[src/rtl/note_tone_gen.sv]
// Square-wave note generator for a speaker driver. A registered note code
// selects one of seven half-period counts; the tone only changes note at a
// full-period boundary so audioOut never carries a runt level.
module note_tone_gen #(
    parameter int HALF_SHIFT = 0
) (
    input  logic       clk,
    input  logic       reset,
    input  logic       enable,
    input  logic [3:0] noteSelect,
    output logic       audioOut,
    output logic       audioSD,
    output logic       noteActive,
    output logic       periodTick
);

    localparam logic [3:0] NOTE_MUTE = 4'd7;
    localparam logic [3:0] NOTE_LAST = 4'd6;

    // Half-period count for a note index at 100 MHz, scaled down by
    // HALF_SHIFT and clamped so the toggle compare never underflows.
    function automatic logic [16:0] half_calc(input int idx);
        int unsigned base;
        case (idx)
            0:       base = 113636;
            1:       base = 101215;
            2:       base = 95602;
            3:       base = 85179;
            4:       base = 75873;
            5:       base = 71633;
            6:       base = 63776;
            default: base = 2;
        endcase
        base = base >> HALF_SHIFT;
        if (base < 2) begin
            base = 2;
        end
        return base[16:0];
    endfunction

    logic [3:0]  note_reg;
    logic [3:0]  cur_note_reg;
    logic [16:0] cnt_reg;
    logic        tone_reg;
    logic        sd_reg;
    logic        tick_reg;

    logic [16:0] half_table [8];
    logic [16:0] half_last;
    logic        cur_active;
    logic        note_is_tone;
    logic        at_toggle;

    // Constant lookup of half-period counts, one entry per note index.
    genvar gi;
    generate
        for (gi = 0; gi < 8; gi++) begin : g_half
            assign half_table[gi] = half_calc(gi);
        end
    endgenerate

    assign cur_active   = (cur_note_reg <= NOTE_LAST);
    assign note_is_tone = (note_reg <= NOTE_LAST);
    assign half_last    = half_table[cur_note_reg[2:0]] - 17'd1;
    assign at_toggle    = (cnt_reg == half_last);

    // Note register, period counter, tone level and amplifier enable.
    always_ff @(posedge clk) begin
        if (reset) begin
            note_reg     <= NOTE_MUTE;
            cur_note_reg <= NOTE_MUTE;
            cnt_reg      <= '0;
            tone_reg     <= 1'b0;
            sd_reg       <= 1'b0;
            tick_reg     <= 1'b0;
        end else begin
            note_reg <= noteSelect;
            sd_reg   <= enable;
            tick_reg <= 1'b0;
            if (!enable) begin
                // Disable is immediate: no waiting for the period end.
                cur_note_reg <= NOTE_MUTE;
                cnt_reg      <= '0;
                tone_reg     <= 1'b0;
            end else if (!cur_active) begin
                // Muted: start a new tone from the low phase as soon as one appears.
                if (note_is_tone) begin
                    cur_note_reg <= note_reg;
                end
                cnt_reg  <= '0;
                tone_reg <= 1'b0;
            end else if (at_toggle) begin
                cnt_reg  <= '0;
                tone_reg <= ~tone_reg;
                if (tone_reg) begin
                    // End of a full period: the only point a note change takes effect.
                    tick_reg <= 1'b1;
                    if (note_reg != cur_note_reg) begin
                        cur_note_reg <= note_reg;
                    end
                end
            end else begin
                cnt_reg <= cnt_reg + 17'd1;
            end
        end
    end

    assign audioOut   = tone_reg;
    assign audioSD    = sd_reg;
    assign noteActive = cur_active;
    assign periodTick = tick_reg;

endmodule

[config.mk]
export PLATFORM = sky130hd
export DESIGN_NAME = note_tone_gen
export DESIGN_NICKNAME = d
export VERILOG_FILES = /design/src/rtl/note_tone_gen.sv
export SDC_FILE = /design/constraint.sdc
export NUM_CORES = 1
export LEC_CHECK = 0
export CELL_PAD_IN_SITES_DETAIL_PLACEMENT = 0
export CELL_PAD_IN_SITES_GLOBAL_PLACEMENT = 1
export CORE_MARGIN = 1
export CORE_UTILIZATION = 45
export DETAILED_ROUTE_END_ITERATION = 6
export PLACE_DENSITY = 0.85
export SLEW_MARGIN = 40
export SYNTH_ARGS = -nofsm -noshare
export SYNTH_HDL_FRONTEND = slang
export SYNTH_SLANG_ARGS = --single-unit
[constraint.sdc]
create_clock -name clk -period 4.5 [get_ports clk]
set_input_delay 0.675 -clock clk [delete_from_list [all_inputs] [get_ports clk]]
set_output_delay 0.675 -clock clk [all_outputs]
set_load 0.005 [all_outputs]
======== Yosys cells after proc, flatten, opt, wreduce, memory -nomap -nowiden ========
Memories as Yosys holds them, arrays and structs flattened.
Index checks and enable logic that the tools add are counted.
cells by class
  divide/modulo/power cells ............... 0
  reductions and logical operators ........ 6
  multiply operators ...................... 0
  equal/unequal tests ..................... 5
  shifts and indexed selects .............. 0
  add/subtract/negate cells ............... 2
  order comparisons ....................... 3
  bitwise operators ....................... 5
  mux-type cells .......................... 8
operator list
  cell                                                                               count
  17-bit 2-to-1 mux                                                                  2
  4-bit 2-to-1 mux                                                                   5
  17-bit by 1-bit adder with 17-bit output (second input constant)                   1
  17-bit == test                                                                     1
  17-bit by 1-bit subtractor with 17-bit output (second input constant)              1
  4-bit by 3-bit less-or-equal comparator with 1-bit output (second input constant)  2
  4-bit OR reduction                                                                 2
  2-bit by 1-bit != test with 1-bit output (second input constant)                   3
  4-bit greater-or-equal comparator (second input constant)                          1
  4-bit != test                                                                      1
  1-bit NOT                                                                          4
  3-bit NOT with 4-bit output                                                        1
  4-bit AND reduction                                                                1
  3-bit OR reduction                                                                 1
  2-bit nonzero test                                                                 1
  2-bit OR reduction                                                                 1
  1-bit 2-to-1 mux                                                                   1
storage, ports and cells
  output and inout bits ................... 4
  input port bits ......................... 7
  memories ................................ 1
  memory bits (read-only) ................. 136
  word-level logic and storage cells ...... 36
  bits in registers ....................... 28
  bits in latches ......................... 0
  RAM bits ................................ 0
memories
  name             depth  width  read ports  clocked after memory_dff  write ports  RTL line  RTL
  (no name shown)  8      17     1           0                         0            64        assign half_last = half_table[cur_note_reg[2:0]] - 17'd1;

======== Depth between registers and ports, before layout ========
Gate-level depths: netlist of run 1.
  depth after elaboration ................. 8
  gate-level depth with buffers ........... 15
  mapped depth without buffers ............ 12

======== Least setup slack after synthesis of run 1 ========
OpenSTA, ideal clock, no wires.
  path type ............................... register to register
  from .................................... register cur_note_reg[1]
  to ...................................... register cnt_reg[0]
  cell stages (with the launch flop) ...... 16
  slack ................................... 0.802 ns
  required time ........................... 4.378 ns
  data arrival time ....................... 3.576 ns
  cells stage by stage .................... dfxtp_1 buf_2 buf_1 inv_1 ha_1 nand2b_1 nand2_1 ha_1 and2_1 a2bb2oi_1 xor2_1 or4_1 or4_4 o31ai_4 buf_6 nor2_1
between the ends
  word-level cells in the longest chain between the ends .. 7
RTL lines
  what                                                   RTL line  RTL
  start, declared                                        42        logic [3:0] cur_note_reg;
  start signal, assigned                                 88        cur_note_reg <= note_reg;
  start signal, assigned                                 99        cur_note_reg <= note_reg;
  3-bit NOT with 4-bit output (implied by the code)      64
  memory 8 x 17 bit                                      n/a
  17-bit 2-to-1 mux (implied by the code) (2 in series)  64
  17-bit by 1-bit subtractor with 17-bit output          64
  17-bit == test                                         65        assign at_toggle = (cnt_reg == half_last);
  4-bit OR reduction (no line) (*)                       n/a
  end signal, assigned                                   103       cnt_reg <= cnt_reg + 17'd1;
  end, declared                                          43        logic [16:0] cnt_reg;
Every way passes the cells marked *; elsewhere a longest branch is shown, timed or not. The select of a mux whose other input is x is not followed.
A chain may end at the register's enable or synchronous reset.

======== Worst setup path after layout of run 1 ========
  from .................................... register cur_note_reg[1]
  to ...................................... register cnt_reg[10]
Same word-level chain as after synthesis.

==> impl_metrics.py, run 1 <==
metrics = {
    "logic_synthesis": {
        "async_flop_share": 0,
        "synth_edf_count": 0,
        "synth_top_area_cell": "dfxtp_1",
        "synthMostInstantiatedCell": "dfxtp_1",
        "avgSynthCellArea_sq_um": 8.433,
        "post-synth-top-area-fraction": 0.2877,
        "ys_seq_area_frac": 0.2877,
        "ys_ff_latch": 28,
        "syn-num-nets": 246,
        "yosysUniqueCellTypes": 50,
        "yosys_most_used_dff": "dfxtp_1",
        "synthCells": 231,
        "synth_common_cells": "dfxtp_1, nor2_1, nand2_1, xor2_1, xnor2_1",
        "ys_warn_count": 0,
        "synth_area_sq_mm": 0.001948,
        "synth_area_leaders": "dfxtp_1, xor2_1, xnor2_1, ha_1, nor2_1",
    },
    "route": {
        "postRouteAntennaNets": 0,
        "vias": 1576,
        "first_pass_iters": 4,
        "drt_iter0_drc": 97,
        "route.detailed.drc": 0,
        "routed_via_density": 5.472,
        "wl_per_cell_um": 14.21,
        "drt_wl_total_um": 4092,
    },
    "sta": {
        "tightest_slew_ps": 676.6,
        "finalHoldViolCount": 0,
        "drv_slew": 0,
        "rsz0062_at_grt": "no",
        "fin_tns_setup_ps": 0,
        "setup_violations": 0,
        "relSlewSlack": 0.5489,
        "max_freq_mhz": 257.7,
        "min_period_over_period": 0.8623,
        "hold_ws_ps": 499.6,
        "fin_crit_ps": 3880,
        "setup_ws_ps": 619.8,
        "skew_ps": 1.725,
    },
    "layout": {
        "largest_reg_flops": 17,
        "area_growth_pct": 9.377,
        "drive_above_1_share": 0.05882,
        "fin_area_sq_mm": 0.002131,
        "finalNetCount": 254,
        "num_antenna_cells": 0,
        "fill_cells": 394,
    },
    "hold_path": {
        "hold_class": "register to register",
        "hold_path_depth": 2,
        "worstHoldStart": "cur_note_reg[3]",
        "hold_path_end": "cur_note_reg[3]",
    },
    "critical_path": {
        "crit_required_ps": 4640,
        "slowest_delay_ps": 620,
        "reg2reg_from": "cur_note_reg[1]",
        "crit_cells": 11,
        "cp.arrival_ps": 4020,
        "r2r_end": "cnt_reg[10]",
        "worst_setup_path_start_kind": "register",
        "crit_top_cell": "ha_1",
        "crit_start": "cur_note_reg[1]",
        "cp_num_buf_inv": 0,
        "cp-end-kind": "register",
        "path_class": "register to register",
        "reg2reg_setup_slack_ps": 620,
        "r2r_cells": 11,
        "critPathMaxFanout": 17,
        "cp_top_family": "simple AND/OR/NAND/NOR gates",
        "cp_slowest_cell": "o31ai_4",
        "path_cells": "ha_1 > nand2b_1 > nand2_1 > ha_1 > and2_1 > a2bb2oi_1 > xor2_1 > or4_1 > or4_4 > o31ai_4 > nor2_1",
    },
    "clock_tree": {
        "cts_root_buffer": "clkbuf_8",
        "cts_setup_buffers": 0,
        "clk_pin_slew_ps": 100,
        "post_cts_resized": 0,
        "cts_made_buffers": 3,
        "cts_buffer_depth": 2,
        "clk_latency_ps": 270,
        "cts_hold_buffers": 0,
        "cts_max_level": 1,
        "cts_sinks": 28,
        "cts_tree": "built",
    },
    "run_status": {
        "status": "complete, no violations",
    },
    "power_and_ir_drop": {
        "ir_drop_v": 0.0001490,
        "power.density_mw_per_mm2": 268.8,
        "p_leak_nw": 0.8567,
    },
    "place": {
        "gp_congestion": 0.8922,
        "placement.setup.worst_slack_ps": 604.0,
        "place_hpwl_um": 3022,
        "dpl-instance-area_sq_mm": 0.002076,
        "port_buffers": 10,
    },
    "global_routing": {
        "grt-ovfl-total": 0,
        "grt_max_degree": 19,
        "grt_pass1_vias": 1435,
        "antenna_found_initial": 0,
        "grt_pass1_wl_um": 6879,
        "grtUsageTotal": 0.1990,
    },
    "floorplan": {
        "die_x_um": 67.80,
        "start_util": 0.4767,
        "die_h_um": 67.80,
        "row_count": 23,
        "core_area_sq_mm": 0.004086,
        "pin_count": 11,
        "die-area_sq_mm": 0.004596,
    },
    "flow_run": {
        "max_cap_viol_count": 0,
    },
}
## final cells by class
| cell class | instances | area, sq um | area share |
|---|---|---|---|
| multi-input cells | 184 | 1296 | 0.6083 |
| well taps | 50 | 62.56 | 0.02936 |
| clock buffers | 4 | 55.05 | 0.02584 |
| repair buffers | 13 | 122.6 | 0.05755 |
| flip-flops and latches | 28 | 560.5 | 0.2631 |
| inverters | 9 | 33.78 | 0.01585 |
## cell usage in the layout, fill, tap and decap left out, types with 2 or more instances in the layout
master / count
and3_1: 3
nand2b_1: 6
nor4_1: 2
nand3_1: 8
nor2b_1: 9
clkdlybuf4s50_1: 10
a21oi_1: 5
a211oi_1: 2
dfxtp_1: 28
o2111ai_1: 2
o21a_1: 2
o221ai_1: 3
nor2_1: 26
mux2i_1: 7
or2_2: 4
inv_1: 9
nand4b_1: 2
xor2_1: 19
nor3_1: 3
or3_1: 2
o21ai_0: 2
nand4_1: 5
xnor2_1: 13
and4_1: 2
clkbuf_8: 4
and2_1: 5
buf_4: 3
a21boi_0: 5
ha_1: 8
nand2_1: 19
and3b_1: 2
## worst max path at each step
stage                              to
final                     cnt_reg[10]
after global routing       cnt_reg[2]
after floorplan            cnt_reg[0]
after global placement     cnt_reg[2]
after detailed placement  cnt_reg[10]
after CTS                 cnt_reg[10]
## worst min-delay path, delay by kind of cell, from the launching register on
family | cells | cell delay (ps)
flops | 1 | 340
compound gates | 1 | 60
simple gates | 1 | 50
## per-stage QoR
step | std cells | power (W) | utilization
after floorplan | 231 | 0.0003856 | -
after global placement | 284 | 0.0004207 | 0.5080
after detailed placement | 284 | 0.0004195 | 0.5080
after CTS | 288 | 0.0005741 | 0.5214
after global routing | 288 | 0.0006060 | 0.5214
final | 288 | 0.0005728 | 0.5214
## kinds of logic after synthesis
family                   Yosys count  synth area share
AND/OR/NAND/NOR                  103            0.2807
XOR/XNOR                          34            0.1676
AO/OA/AOI/OAI                     31            0.1240
flip-flops                        28            0.2877
buffers and inverters             19           0.04688
multiplexers                       8           0.04175
adder cells (fa/ha/maj)            8           0.05138
## power by group
part           total, W  internal [W]  switching, W
Sequential     0.000260      0.000252    0.00000773
Combinational  0.000157     0.0000725     0.0000844
Clock          0.000156     0.0000783     0.0000777
Total          0.000573      0.000403      0.000170
## metal layers
layer / track usage / vias up / routed length, um
li1: - / 814 / -
met1: 0.2904 / 710 / 2098
met2: 0.2995 / 46 / 1746
met3: 0.02872 / 6 / 186
met4: 0.05729 / 0 / 60
met5: 0 / - / 0
Note: power is estimated with default switching activity, not from simulation.
==> run 2, diff against run 1 <==
- CORE_ASPECT_RATIO: unset -> 1.75
==> run 2 against run 1 <==
Effect of this change: final area is 0.70% higher; sequential share of layout area is 0.18 points lower; clock skew is 1.4 ps higher; largest cell class unchanged; critical endpoint unchanged.
==> impl_metrics.py, run 2 (synthesis results as in run 1) <==
metrics = {
    "place": {
        "port_buffers": 10,
        "gp_congestion": 0.8155,
        "place_hpwl_um": 3546,
        "dp_cells": 283,
    },
    "layout": {
        "finalNetCount": 254,
        "layout.cells.non_filler": 287,
        "drive_above_1_share": 0.05882,
        "area_growth_pct": 10.15,
        "largest_reg_flops": 17,
        "num_antenna_cells": 0,
        "fill_cells": 396,
        "final_common_cell": "dfxtp_1",
        "layout_common_cells": "dfxtp_1, nor2_1, nand2_1, xor2_1, xnor2_1",
    },
    "critical_path": {
        "crit_required_ps": 4650,
        "path_class": "register to register",
        "cp.arrival_ps": 4020,
        "worst_setup_path_start_kind": "register",
        "cp-end-kind": "register",
        "critPathMaxFanout": 17,
    },
    "sta": {
        "rsz0062_at_grt": "no",
        "skew_ps": 3.138,
        "min_period_over_period": 0.8601,
        "fin_crit_ps": 3870,
        "max_freq_mhz": 258.4,
        "fin_tns_setup_ps": 0,
        "finalHoldViolCount": 0,
        "relSlewSlack": 0.5325,
        "setup_violations": 0,
        "drv_slew": 0,
        "hold_ws_ps": 513.6,
        "tightest_slew_ps": 701.3,
    },
    "route": {
        "wl_met2_um": 2503,
        "postRouteAntennaNets": 0,
        "first_pass_iters": 4,
        "vias": 1625,
        "top_layer": "met4",
        "wl_met3_um": 100,
        "route.detailed.drc": 0,
        "drt_iter0_drc": 29,
        "routed_via_density": 5.662,
        "drt_wl_total_um": 4555,
        "wl_per_cell_um": 15.87,
        "wl_met1_um": 1781,
    },
    "clock_tree": {
        "cts_made_buffers": 3,
        "clk_latency_ps": 280,
        "clk_pin_slew_ps": 100,
        "post_cts_resized": 0,
        "cts_buffer_depth": 2,
        "cts_setup_buffers": 0,
        "cts_sinks": 28,
        "cts_root_buffer": "clkbuf_8",
        "cts_max_level": 1,
        "cts_tree": "built",
        "cts_hold_buffers": 0,
    },
    "power_and_ir_drop": {
        "p_leak_nw": 0.8637,
        "ir_drop_v": 0.0002086,
        "power.density_mw_per_mm2": 291.8,
    },
    "global_routing": {
        "grt-ovfl-total": 0,
        "grt_pass1_vias": 1577,
        "grt_max_degree": 20,
        "antenna_found_initial": 0,
        "grtUsageTotal": 0.2207,
        "grt_pass1_wl_um": 7376,
    },
    "run_status": {
        "status": "complete, no violations",
    },
    "floorplan": {
        "pin_count": 11,
        "core_area_sq_mm": 0.004150,
        "die_x_um": 51.74,
        "start_util": 0.4694,
        "row_count": 31,
        "die_h_um": 89.04,
        "die-area_sq_mm": 0.004606,
    },
    "flow_run": {
        "max_cap_viol_count": 0,
    },
    "hold_path": {
        "hold_class": "register to register",
    },
}
==> run 2: changes by cell type in the layout (fill, tap and decap cells not counted), sizes merged <==
cell    change
bufinv      +1
clkbuf      -1
==> run 2: path summary, 6_finish.rpt <==
check | from | to | slack [ps] | cells after the start
worst min register to register | cur_note_reg[3] | cur_note_reg[3] | 510 | 2
worst max-delay path | cur_note_reg[1] | cnt_reg[10] | 630 | 11
worst max register to register | cur_note_reg[1] | cnt_reg[10] | 630 | 11
worst min-delay path | cur_note_reg[3] | cur_note_reg[3] | 510 | 2
==> run 2: final cells by class <==
cell class | count | area, sq um | area share
Multi-Input combinational cell | 184 | 1296 | 0.6041
Sequential cell | 28 | 560.5 | 0.2612
Timing Repair Buffer | 13 | 122.6 | 0.05714
Tap cell | 49 | 61.31 | 0.02857
Clock buffer | 3 | 41.29 | 0.01924
Inverter | 9 | 33.78 | 0.01574
Clock inverter | 1 | 30.03 | 0.01399
==> run 2: worst max-delay path: stages, from the launching register on <==
cell       delay (ps)
dfxtp_1           610
ha_1              320
nand2b_1          140
nand2_1            60
ha_1              270
and2_1            190
a2bb2oi_1         140
xor2_1            140
or4_1             510
or4_4             590
o31ai_4           640
nor2_1            120
==> run 2: metal layers <==
layer	up-vias	track usage
met5	-	0
met4	0	0.1179
met3	11	0.02551
met2	31	0.4298
met1	768	0.2188
li1	815	-
==> run 2: report_power, final <==
part	internal, W	switching [W]	total (W)
combinational	0.0000728	0.0000873	0.000160
sequential	0.000252	0.00000872	0.000261
clock	0.000119	0.0000857	0.000205
total	0.000444	0.000182	0.000626
==> run 2: per-stage QoR <==
step                      cell area (sq um)  setup slack [ps]  utilization   power, W
final                                  2146             629.5       0.5170  0.0006261
after global routing                   2146             333.6       0.5170  0.0006535
after CTS                              2146             594.0       0.5170  0.0006334
after detailed placement               2074             632.6       0.4998  0.0004253
after global placement                 2074             665.3       0.4998  0.0004256
after floorplan                        1948             802.4            -  0.0003856
